**src/rtl/branch_dispatch_queue_pkg.sv**
```systemverilog
// branch_dispatch_queue_pkg: shared constants for the branch dispatch queue.
package branch_dispatch_queue_pkg;

    // Branch count produced by instruction decode.
    localparam int N_INSTR_BRANCHES = 4;

    // Drop counter saturation value.
    localparam int DROP_MAX = 255;

endpackage

```
**src/rtl/branch_dispatch_queue_fifo.sv**
```systemverilog
// dispatch_fifo: single-clock FIFO with occupancy count and synchronous flush.
module dispatch_fifo #(
    parameter int W     = 8,
    parameter int DEPTH = 4,
    localparam int AW   = $clog2(DEPTH),
    localparam int CW   = $clog2(DEPTH + 1)
) (
    input  logic          clk,
    input  logic          reset_n,
    input  logic          flush,
    input  logic          push,
    input  logic [W-1:0]  wdata,
    input  logic          pop,
    output logic [W-1:0]  rdata,
    output logic [CW-1:0] count
);

    logic [W-1:0]  mem [DEPTH];
    logic [AW-1:0] wptr;
    logic [AW-1:0] rptr;

    // Pointers wrap naturally; full/empty come from count alone.
    always_ff @(posedge clk or negedge reset_n) begin
        if (!reset_n) begin
            wptr  <= '0;
            rptr  <= '0;
            count <= '0;
        end else if (flush) begin
            wptr  <= '0;
            rptr  <= '0;
            count <= '0;
        end else begin
            if (push) wptr <= wptr + 1'b1;
            if (pop) rptr <= rptr + 1'b1;
            count <= count + CW'(push) - CW'(pop);
        end
    end

    // Storage array needs no reset; only occupied slots are ever read out.
    always_ff @(posedge clk) begin
        if (push && !flush) mem[wptr] <= wdata;
    end

    assign rdata = mem[rptr];

endmodule

```
**src/rtl/branch_dispatch_queue.sv**
```systemverilog
// branch_dispatch_queue: FIFO plus output register steering instructions to one-hot branches.
module branch_dispatch_queue
    import branch_dispatch_queue_pkg::*;
#(
    parameter int PAYLOAD_W  = 128,
    parameter int N_BRANCHES = N_INSTR_BRANCHES,
    parameter int DEPTH      = 4,
    localparam int BW        = $clog2(N_BRANCHES),
    localparam int LW        = $clog2(DEPTH + 2)
) (
    input  logic                  clk,
    input  logic                  reset_n,
    input  logic                  enable,
    input  logic                  flush,
    input  logic                  in_valid,
    output logic                  in_ready,
    input  logic [BW-1:0]         in_branch,
    input  logic [PAYLOAD_W-1:0]  in_payload,
    output logic [N_BRANCHES-1:0] out_valid,
    input  logic [N_BRANCHES-1:0] out_ready,
    output logic [PAYLOAD_W-1:0]  out_payload,
    output logic [LW-1:0]         level,
    output logic [7:0]            drop_count
);

    localparam int CW = $clog2(DEPTH + 1);
    localparam int W  = BW + PAYLOAD_W;

    logic [CW-1:0]        fifo_count;
    logic [W-1:0]         fifo_rdata;
    logic                 hold_valid;
    logic [BW-1:0]        hold_branch;
    logic [PAYLOAD_W-1:0] hold_payload;
    logic                 accept;
    logic                 in_range;
    logic                 store;
    logic                 deliver;
    logic                 hold_load;
    logic                 fifo_empty;
    logic                 pop;
    logic                 bypass;
    logic                 push;

    // in_ready only looks at registered state, never at out_ready.
    assign in_ready   = reset_n & enable & ~flush & (fifo_count < CW'(DEPTH));
    assign accept     = in_valid & in_ready;
    assign in_range   = int'(in_branch) < N_BRANCHES;
    assign store      = accept & in_range;
    assign out_valid  = enable ? (N_BRANCHES'(hold_valid) << hold_branch) : '0;
    assign deliver    = |(out_valid & out_ready);
    assign hold_load  = enable & (~hold_valid | deliver);
    assign fifo_empty = fifo_count == '0;
    assign pop        = hold_load & ~fifo_empty;
    assign bypass     = hold_load & fifo_empty & store;
    assign push       = store & ~bypass;

    assign out_payload = hold_payload;
    assign level       = LW'(fifo_count) + LW'(hold_valid);

    dispatch_fifo #(
        .W     (W),
        .DEPTH (DEPTH)
    ) u_fifo (
        .clk     (clk),
        .reset_n (reset_n),
        .flush   (flush),
        .push    (push),
        .wdata   ({in_branch, in_payload}),
        .pop     (pop),
        .rdata   (fifo_rdata),
        .count   (fifo_count)
    );

    // Output register: refill from FIFO head first, else bypass the input, else go empty.
    always_ff @(posedge clk or negedge reset_n) begin
        if (!reset_n) begin
            hold_valid   <= 1'b0;
            hold_branch  <= '0;
            hold_payload <= '0;
        end else if (flush) begin
            hold_valid <= 1'b0;
        end else if (hold_load) begin
            hold_valid <= pop | bypass;
            if (pop) begin
                hold_branch  <= fifo_rdata[PAYLOAD_W +: BW];
                hold_payload <= fifo_rdata[PAYLOAD_W-1:0];
            end else if (bypass) begin
                hold_branch  <= in_branch;
                hold_payload <= in_payload;
            end
        end
    end

    // Out-of-range branches are consumed and counted, saturating.
    always_ff @(posedge clk or negedge reset_n) begin
        if (!reset_n) begin
            drop_count <= '0;
        end else if (accept && !in_range && drop_count != 8'(DROP_MAX)) begin
            drop_count <= drop_count + 8'd1;
        end
    end

endmodule

```
**config.mk**
```make
export PLATFORM = sky130hd
export DESIGN_NAME = branch_dispatch_queue
export DESIGN_NICKNAME = d
export VERILOG_FILES = /design/src/rtl/branch_dispatch_queue_pkg.sv /design/src/rtl/branch_dispatch_queue_fifo.sv /design/src/rtl/branch_dispatch_queue.sv
export SDC_FILE = /design/constraint.sdc
export NUM_CORES = 1
export LEC_CHECK = 0
export BUFFER_PORTS_ARGS = -buffer_cell sky130_fd_sc_hd__buf_2
export CAP_MARGIN = 15
export CORE_ASPECT_RATIO = 0.8
export CORE_MARGIN = 1.5
export CORE_UTILIZATION = 55
export DETAILED_ROUTE_END_ITERATION = 10
export PLACE_DENSITY = 0.76
export SLEW_MARGIN = 20
export SYNTH_ARGS = -nofsm -noshare
export SYNTH_HDL_FRONTEND = slang
export SYNTH_SLANG_ARGS = --single-unit
```
**constraint.sdc**
```tcl
create_clock -name clk -period 7.5 [get_ports clk]
set_clock_uncertainty 0.2 [all_clocks]
set_input_delay 0.375 -clock clk [delete_from_list [all_inputs] [get_ports clk]]
set_output_delay 0.375 -clock clk [all_outputs]
set_load 0.02 [all_outputs]
```
Yosys cells after proc, flatten, opt, wreduce, memory -nomap -nowiden
Memories as Yosys holds them, arrays and structs flattened.
Index checks and enable logic that the tools add are counted.
{"block": "totals", "regBits": 138, "ram_bits": 520, "inputBits": 139, "out_inout_bits": 144, "elab_cells": 53, "mem_count": 1}
{"block": "classes", "n_addsub": 5, "order_cmp": 1, "n_shift": 1, "n_mux": 14, "bitwise": 16, "reduce_logical": 9}
{"memory": "u_fifo.mem", "words": 4, "width": 130, "rd": 1, "rd_clocked_by_memory_dff": 0, "write_ports": 1, "line_no": "branch_dispatch_queue_fifo.sv:18", "text": "logic [W-1:0] mem [DEPTH];"}
{"op": "128-bit two-way mux", "n": 2}
{"op": "2-bit two-way mux", "n": 6}
{"op": "1-bit bitwise AND", "n": 9}
{"op": "2-bit nonzero test", "n": 4}
{"op": "3-bit by 1-bit adder with 3-bit output", "n": 2}
{"op": "2-bit by 1-bit adder with 2-bit output (second input constant)", "n": 2}
{"op": "4-bit bitwise AND", "n": 1}
{"op": "1-bit two-way mux", "n": 4}
{"op": "4-bit two-way mux", "n": 1}
{"op": "1-bit inverter", "n": 4}
{"op": "4-bit OR reduction", "n": 1}
{"op": "1-bit by 2-bit left shift with 4-bit output", "n": 1}
{"op": "3-bit zero test", "n": 1}
{"op": "3-bit less-than comparator (second input constant)", "n": 1}
{"op": "3-bit two-way mux", "n": 1}
{"op": "3-bit AND reduction", "n": 1}
{"op": "3-bit by 1-bit subtractor with 3-bit output", "n": 1}
{"op": "1-bit OR", "n": 2}
{"op": "1-bit logical AND", "n": 1}
{"op": "1-bit zero test", "n": 1}

Depth between registers and ports, before layout
{"block": "logic_depth", "depth_word": 13, "depth_mapped": 12, "depth_no_buf": 11}

Modules after synthesis
From an unflattened synthesis, not the netlist that was laid out.
{"block": "hier_totals", "hier_cells": 1446, "area_unflattened_um2": 26223.9}
{"module": "dispatch_fifo", "instances": 1, "cells_per_inst": 717, "area_each_um2": 19163.4, "seq_area_each_um2": 15790.1}
{"module": "branch_dispatch_queue", "instances": 1, "cells_per_inst": 729, "area_each_um2": 7060.5, "seq_area_each_um2": 3278.1}

Least setup slack after synthesis
OpenSTA, ideal clock, no wires.
{"block": "synth_timing", "kind": "input to register", "start": "in flush", "end": "mem u_fifo.mem[0][0] (netlist name) (enable)", "setup_time_ns": 0.505, "arrival_time_ns": 4.777, "required_ns": 6.795, "slack_ns": 2.018, "cell_stages": 4, "n_path_buf": 1, "cell_sequence": "clkbuf_1 -> nor4bb_1 -> o211a_1 -> and2_1"}
{"block": "synth_between", "elab_chain_len": 10, "elab_cells_between_ends": 11, "cone_classes": "2 x mux; 7 x bitwise; 2 x reduce/logical"}
{"element": "from (decl)", "line_no": "branch_dispatch_queue.sv:14", "text": "input logic flush,"}
{"element": "1-bit inverter (no line) *"}
{"element": "1-bit bitwise AND * (2 in a row)", "line_no": "branch_dispatch_queue.sv:45", "text": "assign in_ready = reset_n & enable & ~flush & (fifo_count < CW'(DEPTH));"}
{"element": "via in_ready", "line_no": "branch_dispatch_queue.sv:16", "text": "output logic in_ready,"}
{"element": "1-bit bitwise AND *", "line_no": "branch_dispatch_queue.sv:46", "text": "assign accept = in_valid & in_ready;"}
{"element": "1-bit bitwise AND", "line_no": "branch_dispatch_queue.sv:54", "text": "assign bypass = hold_load & fifo_empty & store;"}
{"element": "1-bit inverter", "line_no": "branch_dispatch_queue.sv:55", "text": "assign push = store & ~bypass;"}
{"element": "1-bit bitwise AND *", "line_no": "branch_dispatch_queue.sv:55"}
{"element": "1-bit logical AND *", "line_no": "branch_dispatch_queue_fifo.sv:41", "text": "if (push && !flush) mem[wptr] <= wdata;"}
{"element": "1-bit two-way mux *", "line_no": "branch_dispatch_queue_fifo.sv:41"}
{"element": "1-bit two-way mux (implied by the code) *", "line_no": "branch_dispatch_queue_fifo.sv:41"}
{"element": "to (decl)", "line_no": "branch_dispatch_queue_fifo.sv:18"}
Mark *: on every way through the listed nets, which the timed path passes. The rest lies on a longest branch.

Worst setup path in the final report
{"block": "layout_timing", "start": "reg u_fifo.count[1]", "end": "reg u_fifo.count[2]"}
{"block": "layout_between", "elab_chain_len": 9, "elab_cells_between_ends": 13, "cone_classes": "2 x add/sub; 1 x order compare; 1 x mux; 8 x bitwise; 1 x reduce/logical"}
{"element": "from (decl)", "line_no": "branch_dispatch_queue_fifo.sv:15", "text": "output logic [CW-1:0] count"}
{"element": "from (signal assigned)", "line_no": "branch_dispatch_queue_fifo.sv:35", "text": "count <= count + CW'(push) - CW'(pop);"}
{"element": "3-bit less-than comparator", "line_no": "branch_dispatch_queue.sv:45"}
{"element": "1-bit bitwise AND", "line_no": "branch_dispatch_queue.sv:45"}
{"element": "1-bit bitwise AND", "line_no": "branch_dispatch_queue.sv:46"}
{"element": "1-bit bitwise AND", "line_no": "branch_dispatch_queue.sv:54"}
{"element": "1-bit inverter", "line_no": "branch_dispatch_queue.sv:55"}
{"element": "1-bit bitwise AND", "line_no": "branch_dispatch_queue.sv:55"}
{"element": "3-bit by 1-bit adder with 3-bit output", "line_no": "branch_dispatch_queue_fifo.sv:35"}
{"element": "3-bit by 1-bit subtractor with 3-bit output *", "line_no": "branch_dispatch_queue_fifo.sv:35"}
{"element": "3-bit two-way mux *", "line_no": "branch_dispatch_queue_fifo.sv:28", "text": "end else if (flush) begin"}
Mark *: on every way between the ends. The rest lies on a longest branch, timed or not.
A chain may end at the register's enable or synchronous reset.

==> results.sh <==
export IMPL_viasPerCell=5.63
export IMPL_hold_depth=3
export IMPL_leakagePower_nw=11.7
export IMPL_outcome="finished, final reports clean"
export IMPL_ant_nets=0
export IMPL_max_slew_worst_pin_slew_ns=1.06
export IMPL_place_area_mm2=0.0277
export IMPL_clockRootBuffer="clkbuf_16"
export IMPL_synth_edff_count=520
export IMPL_period_share_pct=54.9
export IMPL_routabilityCongestion=0.745
export IMPL_pwr_share_seq_pct=43.3
export IMPL_stdcell_area_mm2=0.0311
export IMPL_tns_ns=0
export IMPL_cts_num_sinks=658
export IMPL_wl_mm=55.7
export IMPL_synth_top_cell_area_share_pct=60.5
export IMPL_synth_compound_area_share_pct=0.281
export IMPL_start_util_pct=56.1
export IMPL_clkLatencyLatePin_ns=0.61
export IMPL_synth_cell_types=35
export IMPL_nets=2006
export IMPL_r2r_start="u_fifo.count[1]"
export IMPL_p_sw_share_pct=30.8
export IMPL_power_density_mw_per_mm2=345
export IMPL_slew_headroom_pct=29.1
export IMPL_track_usage_pct=23.6
export IMPL_peakVddDrop_mv=0.306
export IMPL_crit_start="u_fifo.count[1]"
export IMPL_synthMuxAreaShare_pct=17.2
export IMPL_intPower_w=0.00742
export IMPL_yosys_warnings=0
export IMPL_post_route_min_period_ns=4.12
export IMPL_cap_violations=0
export IMPL_synth_area_leaders="edfxtp_1 (61%), dfrtp_1 (13%), mux4_2 (11%)"
export IMPL_cp_slowest_cell="buf_4"
export IMPL_io_buffers=274
export IMPL_p_total_w=0.0107
export IMPL_initialDrtViolationCount=1179
export IMPL_syn_inst=1450
export IMPL_num_rows=70
export IMPL_r2r_end="u_fifo.count[2]"
export IMPL_antenna_found_initial=5
export IMPL_combPwrFrac_pct=27.0
export IMPL_chipHeight_um=197
export IMPL_synth_top_family_by_area="multiplexers"
export IMPL_cts_htree_levels=2
export IMPL_area_growth_pct=20.7
export IMPL_drcViolationCount=0
export IMPL_synth_area_per_cell_um2=17.8
export IMPL_fmax_mhz=243
export IMPL_drive_gt1_share_pct=34.2
export IMPL_overflow=0
export IMPL_finalSetupViolCount=0
export IMPL_nFillCells=2963
export IMPL_finalHoldViolations=0
export IMPL_synth_seq_cells=658
export IMPL_hp_class="input port to flip-flop"
export IMPL_max_stage_delay_ns=0.83
export IMPL_synth_xor_area_share_pct=0.102
export IMPL_clk_pin_slew_ns=0.07
export IMPL_cp_data_arrival_time_ns=4.40
export IMPL_numCtsBuffers=59
export IMPL_coreArea_mm2=0.0460
export IMPL_worstSetupPathType="flip-flop to flip-flop"
export IMPL_drt_pass1_iter_count=5
export IMPL_die_width_um=245
export IMPL_num_vias=14218
export IMPL_clockBufferDepth=3
export IMPL_yosys_area_share_simple_pct=6.28
export IMPL_drv_slew=0
export IMPL_cp_end_kind="flip-flop"
export IMPL_clkPwrFrac_pct=29.6
export IMPL_r2r_setup_slack_ns=3.38
export IMPL_post_cts_setup_buffers=0
export IMPL_endpoint="u_fifo.count[2]"
export IMPL_ys_flop_type="edfxtp_1"
export IMPL_crit_chain="or3_4 > buf_4 > nand2_1 > nor2_1 > ha_1 > inv_1 > ha_1 > inv_1 > fa_1 > xor2_1 > xnor2_1 > nor2_1"
export IMPL_cp_max_fo=70
export IMPL_grt_pass1_wl_mm=86.1
export IMPL_yosysMostFrequentCell="edfxtp_1"
export IMPL_routedWlPerCell_um=22.1
export IMPL_grt_max_degree=90
export IMPL_rr_worst_depth=12
export IMPL_dp_hpwl_mm=30.4
export IMPL_worstPathRequired_ns=7.79
export IMPL_synth_common_cells="edfxtp_1 (520), nand2_1 (395), dfrtp_1 (138)"
export IMPL_grt_pass1_vias=15059
export IMPL_cts_tree="done"
export IMPL_die_area_mm2=0.0482
export IMPL_async_flop_share_pct=21.0
export IMPL_netlist_top_cell_by_area="edfxtp_1"
export IMPL_ioPinCount=283
export IMPL_synthAdderAreaFrac_pct=0.466
export IMPL_rsz0062_at_grt="no"
export IMPL_p_sw_w=0.00331
export IMPL_ys_seq_area_share_pct=73.9
export IMPL_cp_start_kind="flip-flop"
export IMPL_syn_cell_area_mm2=0.0258
==> cells in the final DEF (no fill, tap or decap), types with 3 or more instances in the layout <==
cell	n
clkbuf_8	8
buf_2	273
buf_12	4
dlygate4sd3_1	133
mux2_1	9
inv_6	3
nand2_1	395
buf_4	11
and2_4	4
nor2_1	8
clkbuf_16	60
clkinv_2	15
clkbuf_1	6
bufinv_16	9
clkinv_1	7
conb_1	8
diode_2	3
dfrtp_1	136
mux2_2	123
inv_1	7
edfxtp_1	520
ha_1	8
mux4_2	130
==> layout make-up <==
class | instances | area, um^2 | share of cell area [%]
Inverter | 7 | 26.3 | 0.0844
Sequential cell | 658 | 19100 | 61.3
Clock inverter | 38 | 438 | 1.41
Tap cell | 612 | 766 | 2.46
Antenna cell | 3 | 7.51 | 0.0241
Clock buffer | 74 | 1630 | 5.25
Multi-Input combinational cell | 710 | 6320 | 20.3
Timing Repair Buffer | 422 | 2870 | 9.22
==> routing by layer <==
metal	GRT usage [%]	part of all wire (%)	up-vias
li1	-	-	6258
met1	33.9	42	7329
met2	38.0	48	550
met3	4.40	7.5	77
met4	5.62	1.6	4
met5	0	0.047	-
==> how the worst min path moves through the flow <==
stage / from / to
global route: in_valid / u_fifo.wptr[0]
global placement: out_payload[47] / out_payload[47]
finish: in_valid / u_fifo.wptr[0]
CTS: in_valid / u_fifo.wptr[0]
floorplan: reset_n / hold_branch[0]
detailed placement: out_payload[48] / out_payload[48]
==> through the flow <==
step / utilization [%] / hold slack [ns] / std cells / worst slack (ns)
4_1_cts: 67.7 / 0.0586 / 2521 / 3.37
3_5_place_dp: 60.3 / 0.274 / 2276 / 3.38
5_1_grt: 67.7 / 0.0930 / 2522 / 3.09
3_3_place_gp: 60.3 / 0.262 / 2276 / 3.42
2_1_floorplan: - / -0.121 / 1457 / 2.02
6_report: 67.7 / 0.0956 / 2524 / 3.38
==> worst max-delay path: cells and delay by family, from the launching register on <==
family,cells,cell delay (ns)
xor+xnor,2,0.30
simple gates,4,1.19
buf+inv,3,0.94
flops,1,0.48
fa+ha+maj,3,0.77
==> power by group through the flow <==
stage / clock network (W) / logic, W / registers, W
floorplan: 0 / 0.00160 / 0.00503
global placement: 0 / 0.00280 / 0.00471
detailed placement: 0 / 0.00286 / 0.00473
CTS: 0.00322 / 0.00293 / 0.00466
global route: 0.00337 / 0.00314 / 0.00471
finish: 0.00318 / 0.00290 / 0.00465
==> cells by family after synthesis <==
kind of cell               Yosys count
adders and majority gates            9
muxes                              264
and+or+nand+nor                    417
buffers and inverters               89
xor gates and xnor gates             3
DFF                                658
AOI/OAI and AO/OA                    9
other                                1
==> state kept, by name, summed over array words and instances (netlist names) <==
signal and flops:
u_fifo.rptr 2, u_fifo.mem 520, u_fifo.count 3, hold_valid 1
out_payload 128, u_fifo.wptr 2, hold_branch 2
==> repair_timing <==
action                    CTS  global route
hold endpoints to repair  727             0
hold buffers              133             0
gates resized for setup     0             0
(Power assumes the default switching activity.)
